`src/rtl/quad_pkg.sv`:
```
// Shared types and Gray-code phase tables for the quadrature decoder.
package quad_pkg;

    typedef enum logic {INIT, TRACK} quad_state_t;
    typedef logic [1:0] phase_t;
    typedef enum logic [1:0] {MV_NONE, MV_FWD, MV_REV, MV_ILL} move_t;

    // Indexed by current phase: forward successor and reverse successor
    localparam logic [3:0][1:0] FWD = {2'b10, 2'b00, 2'b11, 2'b01};
    localparam logic [3:0][1:0] REV = {2'b01, 2'b11, 2'b00, 2'b10};

    function automatic move_t decode(phase_t prev, phase_t cur);
        if (cur == prev)      return MV_NONE;
        if (cur == FWD[prev]) return MV_FWD;
        if (cur == REV[prev]) return MV_REV;
        return MV_ILL;
    endfunction

endpackage

```
`src/rtl/quad_decoder_if.sv`:
```
// Encoder pins, control strobes and position outputs of the quadrature decoder.
interface quad_decoder_if #(parameter int SIZE = 4);
    logic            a_in;
    logic            b_in;
    logic            clr;
    logic            err_clr;
    logic [SIZE-1:0] count;
    logic            dir;
    logic            step;
    logic            err;

    modport master (output a_in, b_in, clr, err_clr, input count, dir, step, err);
    modport slave  (input a_in, b_in, clr, err_clr, output count, dir, step, err);
endinterface

```
`src/rtl/quad_filter.sv`:
```
// Two-flop synchroniser followed by a level filter that accepts a new level
// only after it has been seen FILT consecutive cycles.
module quad_filter #(
    parameter int FILT = 2
) (
    input  logic clk,
    input  logic rst,
    input  logic raw,
    output logic lvl
);

    logic       sync1, sync2;
    logic [3:0] run;

    always_ff @(posedge clk or negedge rst) begin
        if (!rst) begin
            sync1 <= 1'b0;
            sync2 <= 1'b0;
            lvl   <= 1'b0;
            run   <= '0;
        end else begin
            sync1 <= raw;
            sync2 <= sync1;
            if (sync2 != lvl) begin
                if (run == 4'(FILT - 1)) begin
                    lvl <= ~lvl;
                    run <= '0;
                end else begin
                    run <= run + 4'd1;
                end
            end else begin
                run <= '0;
            end
        end
    end

endmodule

```
`src/rtl/quad_decoder.sv`:
```
// Quadrature decoder: filtered A/B phases drive a Gray-order step decoder and
// a wrapping up/down position counter with a sticky illegal-jump flag.
import quad_pkg::*;

module quad_decoder #(
    parameter int SIZE = 4,
    parameter int FILT = 2
) (
    input  logic           clk,
    input  logic           rst,
    quad_decoder_if.slave  bus
);

    phase_t          raw, p;
    quad_state_t     state_q, state_d;
    phase_t          prev_q, prev_d;
    logic [SIZE-1:0] count_q, count_d;
    logic            dir_q, dir_d, step_q, step_d, err_q, err_d;
    move_t           mv;

    assign raw = {bus.a_in, bus.b_in};

    for (genvar i = 0; i < 2; i++) begin : g_filt
        quad_filter #(.FILT(FILT)) u_filt (
            .clk (clk),
            .rst (rst),
            .raw (raw[i]),
            .lvl (p[i])
        );
    end

    always_ff @(posedge clk or negedge rst) begin
        if (!rst) begin
            state_q <= INIT;
            prev_q  <= '0;
            count_q <= '0;
            dir_q   <= 1'b1;
            step_q  <= 1'b0;
            err_q   <= 1'b0;
        end else begin
            state_q <= state_d;
            prev_q  <= prev_d;
            count_q <= count_d;
            dir_q   <= dir_d;
            step_q  <= step_d;
            err_q   <= err_d;
        end
    end

    always_comb begin
        state_d = state_q;
        prev_d  = prev_q;
        count_d = count_q;
        dir_d   = dir_q;
        step_d  = 1'b0;
        mv      = MV_NONE;
        // INIT adopts whatever phase is present so a non-zero start is not a step
        unique case (state_q)
            INIT: begin
                prev_d  = p;
                state_d = TRACK;
            end
            TRACK: begin
                prev_d = p;
                mv     = decode(prev_q, p);
            end
            default: state_d = INIT;
        endcase
        case (mv)
            MV_FWD: begin
                count_d = count_q + SIZE'(1);
                dir_d   = 1'b1;
                step_d  = 1'b1;
            end
            MV_REV: begin
                count_d = count_q - SIZE'(1);
                dir_d   = 1'b0;
                step_d  = 1'b1;
            end
            default: ;
        endcase
        // clr wins over a coincident step; prev tracking is unaffected
        if (bus.clr) begin
            count_d = '0;
            dir_d   = dir_q;
            step_d  = 1'b0;
        end
        err_d = (mv == MV_ILL) | (err_q & ~bus.err_clr);
    end

    assign bus.count = count_q;
    assign bus.dir   = dir_q;
    assign bus.step  = step_q;
    assign bus.err   = err_q;

endmodule

```
`src/flat_wrapper.sv`:
```
// flat-port wrapper written by rule: the top's interface ports become plain ports
module quad_decoder_flat 
#(
    parameter int SIZE = 4,
    parameter int FILT = 2
)
  (clk, rst, bus_a_in, bus_b_in, bus_clr, bus_err_clr, bus_count, bus_dir, bus_step, bus_err);
  quad_decoder_if #(.SIZE(SIZE)) bus_i ();
  input  logic clk;
  input  logic rst;
  input wire logic [$bits(bus_i.a_in)-1:0] bus_a_in;
  input wire logic [$bits(bus_i.b_in)-1:0] bus_b_in;
  input wire logic [$bits(bus_i.clr)-1:0] bus_clr;
  input wire logic [$bits(bus_i.err_clr)-1:0] bus_err_clr;
  output wire logic [$bits(bus_i.count)-1:0] bus_count;
  output wire logic [$bits(bus_i.dir)-1:0] bus_dir;
  output wire logic [$bits(bus_i.step)-1:0] bus_step;
  output wire logic [$bits(bus_i.err)-1:0] bus_err;
  assign bus_i.a_in = bus_a_in;
  assign bus_i.b_in = bus_b_in;
  assign bus_i.clr = bus_clr;
  assign bus_i.err_clr = bus_err_clr;
  assign bus_count = bus_i.count;
  assign bus_dir = bus_i.dir;
  assign bus_step = bus_i.step;
  assign bus_err = bus_i.err;
  quad_decoder #(.SIZE(SIZE), .FILT(FILT)) u_core (.clk(clk), .rst(rst), .bus(bus_i));
endmodule
```
`config.mk`:
```
export PLATFORM = sky130hd
export DESIGN_NAME = quad_decoder_flat
export DESIGN_NICKNAME = d
export VERILOG_FILES = /design/src/rtl/quad_pkg.sv /design/src/rtl/quad_decoder_if.sv /design/src/rtl/quad_filter.sv /design/src/rtl/quad_decoder.sv /design/src/flat_wrapper.sv
export SDC_FILE = /design/constraint.sdc
export NUM_CORES = 1
export LEC_CHECK = 0
export BUFFER_PORTS_ARGS = -buffer_cell sky130_fd_sc_hd__buf_2
export CAP_MARGIN = 20
export CORE_MARGIN = 8
export CORE_UTILIZATION = 50
export CTS_CLUSTER_DIAMETER = 80
export DETAILED_ROUTE_END_ITERATION = 10
export GPL_ROUTABILITY_DRIVEN = 1
export PLACE_DENSITY_LB_ADDON = 0.12
export SLEW_MARGIN = 20
export SYNTH_ARGS = -nofsm -noshare
export SYNTH_HDL_FRONTEND = slang
export SYNTH_SLANG_ARGS = --single-unit
export TNS_END_PERCENT = 30
```
`constraint.sdc`:
```
create_clock -name clk -period 2.3 [get_ports clk]
set_clock_uncertainty 0.05 [all_clocks]
set_input_delay 0.115 -clock clk [delete_from_list [all_inputs] [get_ports clk]]
set_output_delay 0.115 -clock clk [all_outputs]
set_load 0.03 [all_outputs]
```
# Word-level counts from Yosys, hierarchy flattened
# Cells that the tools add are included.
# W data, S select, Z words.
# word_totals
regBits,24
inputBits,6
word_cells,70
out_inout_bits,7
# classes
magnitude_cmp,1
mux,29
addsub,4
n_reduce_logical,6
n_bitwise,6
n_eq_ne,10
# ops
cell,n
$mux W4,5
$mux W2,9
$add A4 B1 Y4 const B,3
$mux W1,11
$bmux W2 S2,2
$eq A4 B1 Y1 const B,2
$pmux W4 S2,1
$eq A2 B2 Y1,3
$reduce_and A2 Y1,3
$eq A2 B2 Y1 const B,2
$not A1 Y1,4
$sub A4 B1 Y4 const B,1
$lt A2 B3 Y1 const B,1
$reduce_bool A3 Y1,1
$eq A2 B1 Y1 const B,1
$ne A1 B1 Y1,2
$pmux W1 S2,1
$reduce_bool A2 Y1,1
$reduce_or A2 Y1,1
$and A1 B1 Y1,1
$or A1 B1 Y1,1

# Depth between registers and ports, before layout
# Gate-level depths: netlist of run 1.
# depth
word_depth,17
ltp_mapped,8
ltp_nobuf,8

# Modules after synthesis
# A second synthesis of run 1 with hierarchy kept.
# hier_totals
hier_cells,99
hier_area_um2,1134.8
# modules_own_cells
mod,n_inst,cells_per_inst,area_each_um2,seq_area_each_um2
quad_decoder,1,57,586.8,251.5
quad_filter,2,21,274.0,175.2

# Least setup slack after synthesis of run 1
# Ideal clock, no wire load.
# synth_timing
kind,register to register
from,register u_core.g_filt[1].u_filt.lvl
to,"register u_core.count_q[3], in the netlist u_core.bus.count[3]"
t_required_ps,2118
period_less_slack_ps,2309
n_path_buf,0
setup_time_ps,132
path_slack_ps,-9
t_arrival_ps,2127
path_stages_with_launch,9
cell_sequence,dfrtp_1 nand2b_1 o211ai_1 o211a_1 ha_1 ha_1 a21oi_1 a2111oi_0 or3b_1
# synth_between
elab_chain_cells,12
elab_cells_between_ends,23
cone_classes,eq/ne: 5; mux: 17; reduce/logical: 1
# synth_rtl
element,line,rtl
from (decl),quad_filter.sv:9,output logic lvl
from (signal assigned),quad_filter.sv:26,lvl <= ~lvl;
$eq A2 B2 Y1,quad_pkg.sv:15,if (cur == REV[prev]) return MV_REV;
$mux W1 (2 in a row),quad_pkg.sv:15,
$mux W1,quad_pkg.sv:14,if (cur == FWD[prev]) return MV_FWD;
$mux W1,quad_decoder.sv:58,unique case (state_q)
$mux W2,quad_pkg.sv:16,return MV_ILL;
$mux W2,quad_pkg.sv:15,
$mux W2 *,quad_pkg.sv:14,
$mux W2 *,quad_decoder.sv:58,
$eq A2 B2 Y1 / $eq A2 B1 Y1 (equally long branches),quad_decoder.sv:69,case (mv)
$pmux W4 S2,quad_decoder.sv:69,
$mux W4,quad_decoder.sv:83,if (bus.clr) begin
to (signal assigned),quad_decoder.sv:43,count_q <= count_d;
to (decl),quad_decoder.sv:17,"logic [SIZE-1:0] count_q, count_d;"
# Mark *: on every way between the ends. The rest lies on a longest branch, timed or not. The select of a mux whose other input is x is not followed.
# A chain may end at the register's enable or synchronous reset.

# Final worst setup path of run 1
# layout_timing
from,register u_core.prev_q[1]
to,"register u_core.count_q[3], in the netlist u_core.bus.count[3]"
# layout_between
elab_chain_cells,14
elab_cells_between_ends,27
cone_classes,eq/ne: 5; mux: 21; reduce/logical: 1
# layout_rtl
element,line,rtl
from (decl),quad_decoder.sv:16,"phase_t prev_q, prev_d;"
from (signal assigned),quad_decoder.sv:42,prev_q <= prev_d;
$bmux W2 S2,quad_pkg.sv:15,
$mux W2 (not written as such),quad_pkg.sv:15,
$eq A2 B2 Y1,quad_pkg.sv:15,
$mux W1 (2 in a row),quad_pkg.sv:15,
$mux W1,quad_pkg.sv:14,
$mux W1,quad_decoder.sv:58,
$mux W2,quad_pkg.sv:16,
$mux W2,quad_pkg.sv:15,
$mux W2 *,quad_pkg.sv:14,
$mux W2 *,quad_decoder.sv:58,
$eq A2 B2 Y1 / $eq A2 B1 Y1 (equally long branches),quad_decoder.sv:69,
$pmux W4 S2,quad_decoder.sv:69,
$mux W4,quad_decoder.sv:83,
# Marks and branches as above.

==> results by group, run 1 <==
GRT
  • Met1 Use GR: 11.4%
  • Initial antenna violation count: 0
  • First-pass GRT wire length: 3280 µm
  • Met2 Usage GRT: 15.7%
  • GR Layer Usage met3: 3.66%
  • Largest net degree at the start of global routing: 25
  • Gr ovfl total: 0
  • All-Layer GR Usage: 9.86%
  • Grt peak-use layer: met2
  • Vias in the first global route: 784

Worst hold path
  • Worst hold-check path type: input pin to flop

Timing
  • Slew Limit Fails: 0
  • Final hold vios: 0
  • Final setup vio count: 0
  • Worst-Margin Slew: 519 ps
  • Slew margin rel.: 65.4%
  • Setup TNS: 0 ps
  • RSZ-0062 raised after global routing: no
  • Hold slack: 10.7 ps
  • Final period util: 94.1%
  • Minimum clock period: 2170 ps
  • Fmax: 462 MHz

Drt
  • Via density: 5.00
  • Final wirelength: 1870 µm
  • DRT Pass-1 Iters: 4
  • Per-cell routed wire length: 12.3 µm
  • Remaining DRCs: 0
  • 1st-iter DRT viols: 7
  • Via count: 760
  • Antenna viol nets, final: 0

Place
  • Gpl congestion: 0.782
  • DP HPWL: 1290 µm
  • IO buf count: 12
  • Post-Place Cell Area: 1250 µm²

CTS
  • CTS tree: done
  • Maximum clock path buffer count: 2
  • Clock latency on the worst-skew pair: 310 ps
  • CTS clk-pin slew, worst paths: 130 ps
  • H-tree levels: 1
  • Root buffer cell: clkbuf_4
  • CTS Sinks: 24
  • CTS Buf Count: 3

Logic synthesis
  • Yosys cell types: 26
  • Syn nets: 117
  • Seq/Total Area, Yosys: 52.8%
  • Seq cells post-synth: 24
  • Post-Synth XOR/XNOR Area: 6.15%
  • Post-synth top area cell: dfrtp_1
  • Post-Syn Area: 1140 µm²
  • Post-synthesis mux area share: 1.98%
  • Top cells by area, synth: dfrtp_1, ha_1, nor2_1
  • Syn Inst Count: 101
  • Synth Area per Inst: 11.3 µm²
  • Complex-gate fraction of the synthesized area: 10.4%
  • Synth Area in Simple Gates: 14.1%
  • Adder-cell share of the synthesized area: 11.6%
  • Largest family of logic cells by synthesized area: simple AND/OR/NAND/NOR gates
  • Yosys top cell area share: 50.5%
  • Synth warnings: 0

Worst setup path
  • Critical Path Slowest Stage Cell: dfrtp_2
  • CP Launch Point: u_core.prev_q[1]
  • Kind of critical path: flop to flop
  • Reg2reg path depth: 7
  • Buffer and inverter count on the worst path: 0
  • R2R setup slack: 130 ps
  • Worst Setup EP: u_core.bus.count[3]
  • CP top delay family: compound AO/OA/AOI/OAI gates
  • Crit path DAT: 2320 ps
  • CP most frequent cell: ha_4
  • Reg-to-reg startpoint: u_core.prev_q[1]
  • Worst path cell trace: o211ai_1, o211a_1, ha_4, ha_4, a21oi_2, a2111oi_0, or3b_1
  • Type of origin of the critical path: flop
  • RR Endpoint: u_core.bus.count[3]
  • CP peak stage delay: 470 ps
  • WP depth: 7
  • Worst-path fanout max: 6
  • Worst EP required: 2460 ps
  • Endpoint class of the critical path: flop

Cells and area
  • Final Util: 63.2%
  • Fraction of layout cells with a size suffix above 1: 22.6%
  • Final Cell Area: 1380 µm²
  • Antenna Cells: 0
  • Area grow syn2layout: 21.4%
  • Nets: 141

Die
  • Row Count: 17
  • Ports: 13
  • Die ar.: 4060 µm²
  • Die Wd: 63.7 µm
  • Core area: 2190 µm²
  • Initial Utilization: 52.0%
  • Die Span Y: 63.7 µm

Power and ir drop
  • PwrDens: 1340 nW/µm²
  • Worst VDD drop: 0.000757 V
  • Leak Pwr: 0.682 nW

Status
  • Status: finished clean

Run
  • Max-Cap Viols: 0
[logic make-up after synthesis]
logic type,Yosys count
multiplexers,2
buffers and inverters,6
AND/OR/NAND/NOR,33
other,1
XOR/XNOR,8
AO/OA/AOI/OAI,17
adder cells (fa/ha/maj),10
flip-flops,24
[metal layers]
layer,wire length (µm),vias up
li1,-,387
met1,893,359
met2,867,12
met3,87,2
met4,16,0
met5,0,-
[stage by stage]
step / power, mW / setup WS (ps) / std cells
floorplan: 1.25 / 74.3 / 101
global placement: 1.44 / 80.5 / 143
detailed placement: 1.46 / 12.9 / 143
CTS: 1.80 / 62.7 / 152
global route: 2.01 / 0.727 / 152
finish: 1.85 / 135 / 152
[layout make-up]
class,count,area [µm²]
Inverter,5,18.8
Clock buffer,3,22.5
Sequential cell,24,603
Fill cell,175,807
Clock inverter,1,30.0
Tap cell,28,35.0
Timing Repair Buffer,20,130
Multi-Input combinational cell,71,544
[worst min path at each step]
stage / startpoint / endpoint / slack (ps) / cells past startpoint
after floorplan: rst / u_core.bus.count[0] / -230 / 0
after detailed placement: rst / u_core.bus.count[3] / 70 / 1
final: bus_clr / u_core.bus.step / 10 / 2
after global placement: rst / u_core.bus.count[3] / 70 / 1
after global routing: bus_clr / u_core.bus.dir / 10 / 2
after CTS: bus_clr / u_core.bus.step / 0.7 / 2
[cells in the mapped netlist]
library cell  instances
o21ai_0               3
nand3_1               4
nand2b_1              3
ha_1                  9
fa_1                  1
o31ai_1               1
inv_1                 5
or4b_1                1
o211a_1               2
conb_1                1
mux2_2                2
dfrtp_1              23
xnor2_1               4
o211ai_1              4
nor2b_1               1
nor2_1               14
a21o_1                3
or3b_1                1
buf_6                 1
nor3b_1               2
xor2_1                4
dfstp_2               1
a21oi_1               3
nand2_1               5
a2111oi_0             1
nor3_1                2
[power by group]
group | leakage [nW] | internal (mW) | switching (mW)
Sequential | 0.303 | 0.559 | 0.131
Combinational | 0.351 | 0.396 | 0.460
Clock | 0.0279 | 0.176 | 0.127
[what timing repair did]
| action | CTS | global route |
|---|---|---|
| endpoints found under the setup margin | 1 | 1 |
| pin swaps | 0 | 4 |
| endpoints found under the hold margin | 26 | 0 |
| setup buffers | 1 | 0 |
| resized for setup | 1 | 5 |
| hold buffers | 4 | 0 |
[cell usage in the layout, fill, tap and decap left out, drive strengths merged]
master       count
a2111oi          1
a21o             3
a21oi            3
buf             16
bufinv           1
clkbuf           3
conb             1
dfrtp           23
dfstp            1
dlygate4sd3      4
fa               1
ha               9
inv              5
mux2             2
nand2            5
nand2b           3
nand3            4
nor2            14
nor2b            1
nor3             2
nor3b            2
o211a            2
o211ai           4
o21ai            3
o31ai            1
or3b             1
or4b             1
xnor2            4
xor2             4
[flip-flops by register name (all words and copies together), names as in the netlist]
register and flops:
u_core.bus.err 1, u_core.bus.step 1, u_core.state_q 1, u_core.g_filt.u_filt.sync1 2
u_core.bus.count 4, u_core.g_filt.u_filt.sync2 2, u_core.bus.dir 1, u_core.prev_q 2
u_core.g_filt.u_filt.run 8, u_core.g_filt.u_filt.lvl 2
[worst register-to-register path, stage by stage (launching register included)]
cell and delay (ps):
dfrtp_2 470, o211ai_1 230, o211a_1 240, ha_4 180
ha_4 210, a21oi_2 180, a2111oi_0 110, or3b_1 370
No activity file was read; power rests on OpenSTA's default activity.
==> run 2, diff against run 1 <==
GPL_TIMING_DRIVEN = 0   (was unset)
==> results by group, run 2 (synthesis results as in run 1) <==
Worst setup path
  • Endpoint class of the critical path: flop
  • Worst EP required: 2460 ps
  • Crit path DAT: 2340 ps
  • Worst-path fanout max: 4
  • Type of origin of the critical path: flop
  • Kind of critical path: flop to flop

CTS
  • CTS tree: done
  • Clock latency on the worst-skew pair: 310 ps
  • CTS Buf Count: 3
  • CTS Sinks: 24
  • CTS clk-pin slew, worst paths: 130 ps
  • Maximum clock path buffer count: 2
  • H-tree levels: 1
  • Root buffer cell: clkbuf_4

Drt
  • Final wirelength: 1960 µm
  • 1st-iter DRT viols: 12
  • Via density: 5.24
  • Remaining DRCs: 0
  • Via count: 797
  • Per-cell routed wire length: 12.9 µm
  • Antenna viol nets, final: 0
  • DRT Pass-1 Iters: 4

GRT
  • Vias in the first global route: 802
  • Initial antenna violation count: 0
  • All-Layer GR Usage: 10.3%
  • Largest net degree at the start of global routing: 25
  • First-pass GRT wire length: 3500 µm
  • Gr ovfl total: 0

Die
  • Die Wd: 63.7 µm
  • Ports: 13
  • Row Count: 17
  • Die Span Y: 63.7 µm
  • Core area: 2190 µm²
  • Die ar.: 4060 µm²
  • Initial Utilization: 52.0%

Cells and area
  • Fraction of layout cells with a size suffix above 1: 22.6%
  • Nets: 141
  • Antenna Cells: 0
  • Max FFs per register: 8
  • Final Util: 62.3%
  • Most frequent cells in the layout: dfrtp_1, nor2_1, buf_2
  • Commonest non-fill, non-tap cell in the layout: dfrtp_1
  • Final Non-Filler Cells: 152
  • Area grow syn2layout: 19.6%
  • Reg with most FFs: u_core.g_filt.u_filt.run

Timing
  • Minimum clock period: 2180 ps
  • Setup TNS: 0 ps
  • Slew Limit Fails: 0
  • Fmax: 458 MHz
  • Final setup vio count: 0
  • Final period util: 94.9%
  • Setup ws final: 117 ps
  • Final hold vios: 0
  • Worst-Margin Slew: 513 ps
  • Slew margin rel.: 65.8%
  • RSZ-0062 raised after global routing: no

Power and ir drop
  • PwrDens: 1270 nW/µm²
  • Overall Power: 1.73 mW
  • Leak Pwr: 0.664 nW
  • Worst VDD drop: 0.000700 V

Place
  • Gpl congestion: 0.695
  • Pre-CTS WS: -140 ps
  • Inst Count DP: 140
  • IO buf count: 11
  • DP HPWL: 1370 µm

Worst hold path
  • Worst hold-check path type: input pin to flop

Run
  • Max-Cap Viols: 0

Status
  • Status: finished clean
## run 2: cell type report
type | instances | area [µm²]
inverters | 5 | 18.8
fillers | 186 | 827
well taps | 28 | 35.0
repair buffers | 19 | 125
multi-input cells | 71 | 543
clock buffers | 4 | 26.3
flip-flops and latches | 24 | 604
plain buffers | 1 | 11.3
## run 2: repair_timing
item                                    CTS  global route
pin swaps                                 2             3
hold buffers                              4             0
endpoints found under the setup margin    1             2
gates resized for setup                   3             5
endpoints found under the hold margin    30             0
buffers inserted                          2             2
cloned                                    0             0
## run 2: layer usage
layer | up-vias | track usage, % | part of all wire, %
met4 | 0 | 4.18 | 0.51
met5 | - | 0 | 0
li1 | 391 | - | -
met2 | 12 | 18.0 | 51
met3 | 2 | 2.96 | 3.8
met1 | 392 | 11.7 | 45
## run 2: worst max-delay path, stage by stage (launching register included)
cell and delay [ps]:
dfrtp_1 430, nand2b_1 160, o211ai_1 130, o211a_1 250, ha_4 180, ha_4 210, a21oi_2 190, a2111oi_2 90
or3b_1 380
## run 2: stage by stage
stage,hold slack [ps],cell area [µm²]
after floorplan,-231,1140
after global placement,62.3,1230
after detailed placement,68.4,1230
after CTS,1.88,1330
after global routing,8.47,1360
final,11.9,1360
## run 2: final timing paths
kind,startpoint,end,slack [ps],cells after the start
min in group asynchronous,rst,u_core.bus.count[3],240,2
setup reg to reg,u_core.g_filt[1].u_filt.lvl,u_core.bus.count[3],120,8
hold reg to reg,u_core.g_filt[1].u_filt.sync1,u_core.g_filt[1].u_filt.sync2,320,0
hold / removal,bus_err_clr,u_core.bus.err,10,3
max in group asynchronous,rst,u_core.g_filt[0].u_filt.lvl,1590,2
setup / recovery,u_core.g_filt[1].u_filt.lvl,u_core.bus.count[3],120,8
## run 2: report_power, final
part           leakage, nW  total [mW]  switching, mW  internal [mW]
Combinational        0.347       0.843          0.462          0.381
Sequential           0.302       0.693          0.132          0.561
Clock               0.0150       0.191          0.123         0.0677
Total                0.664        1.73          0.717           1.01
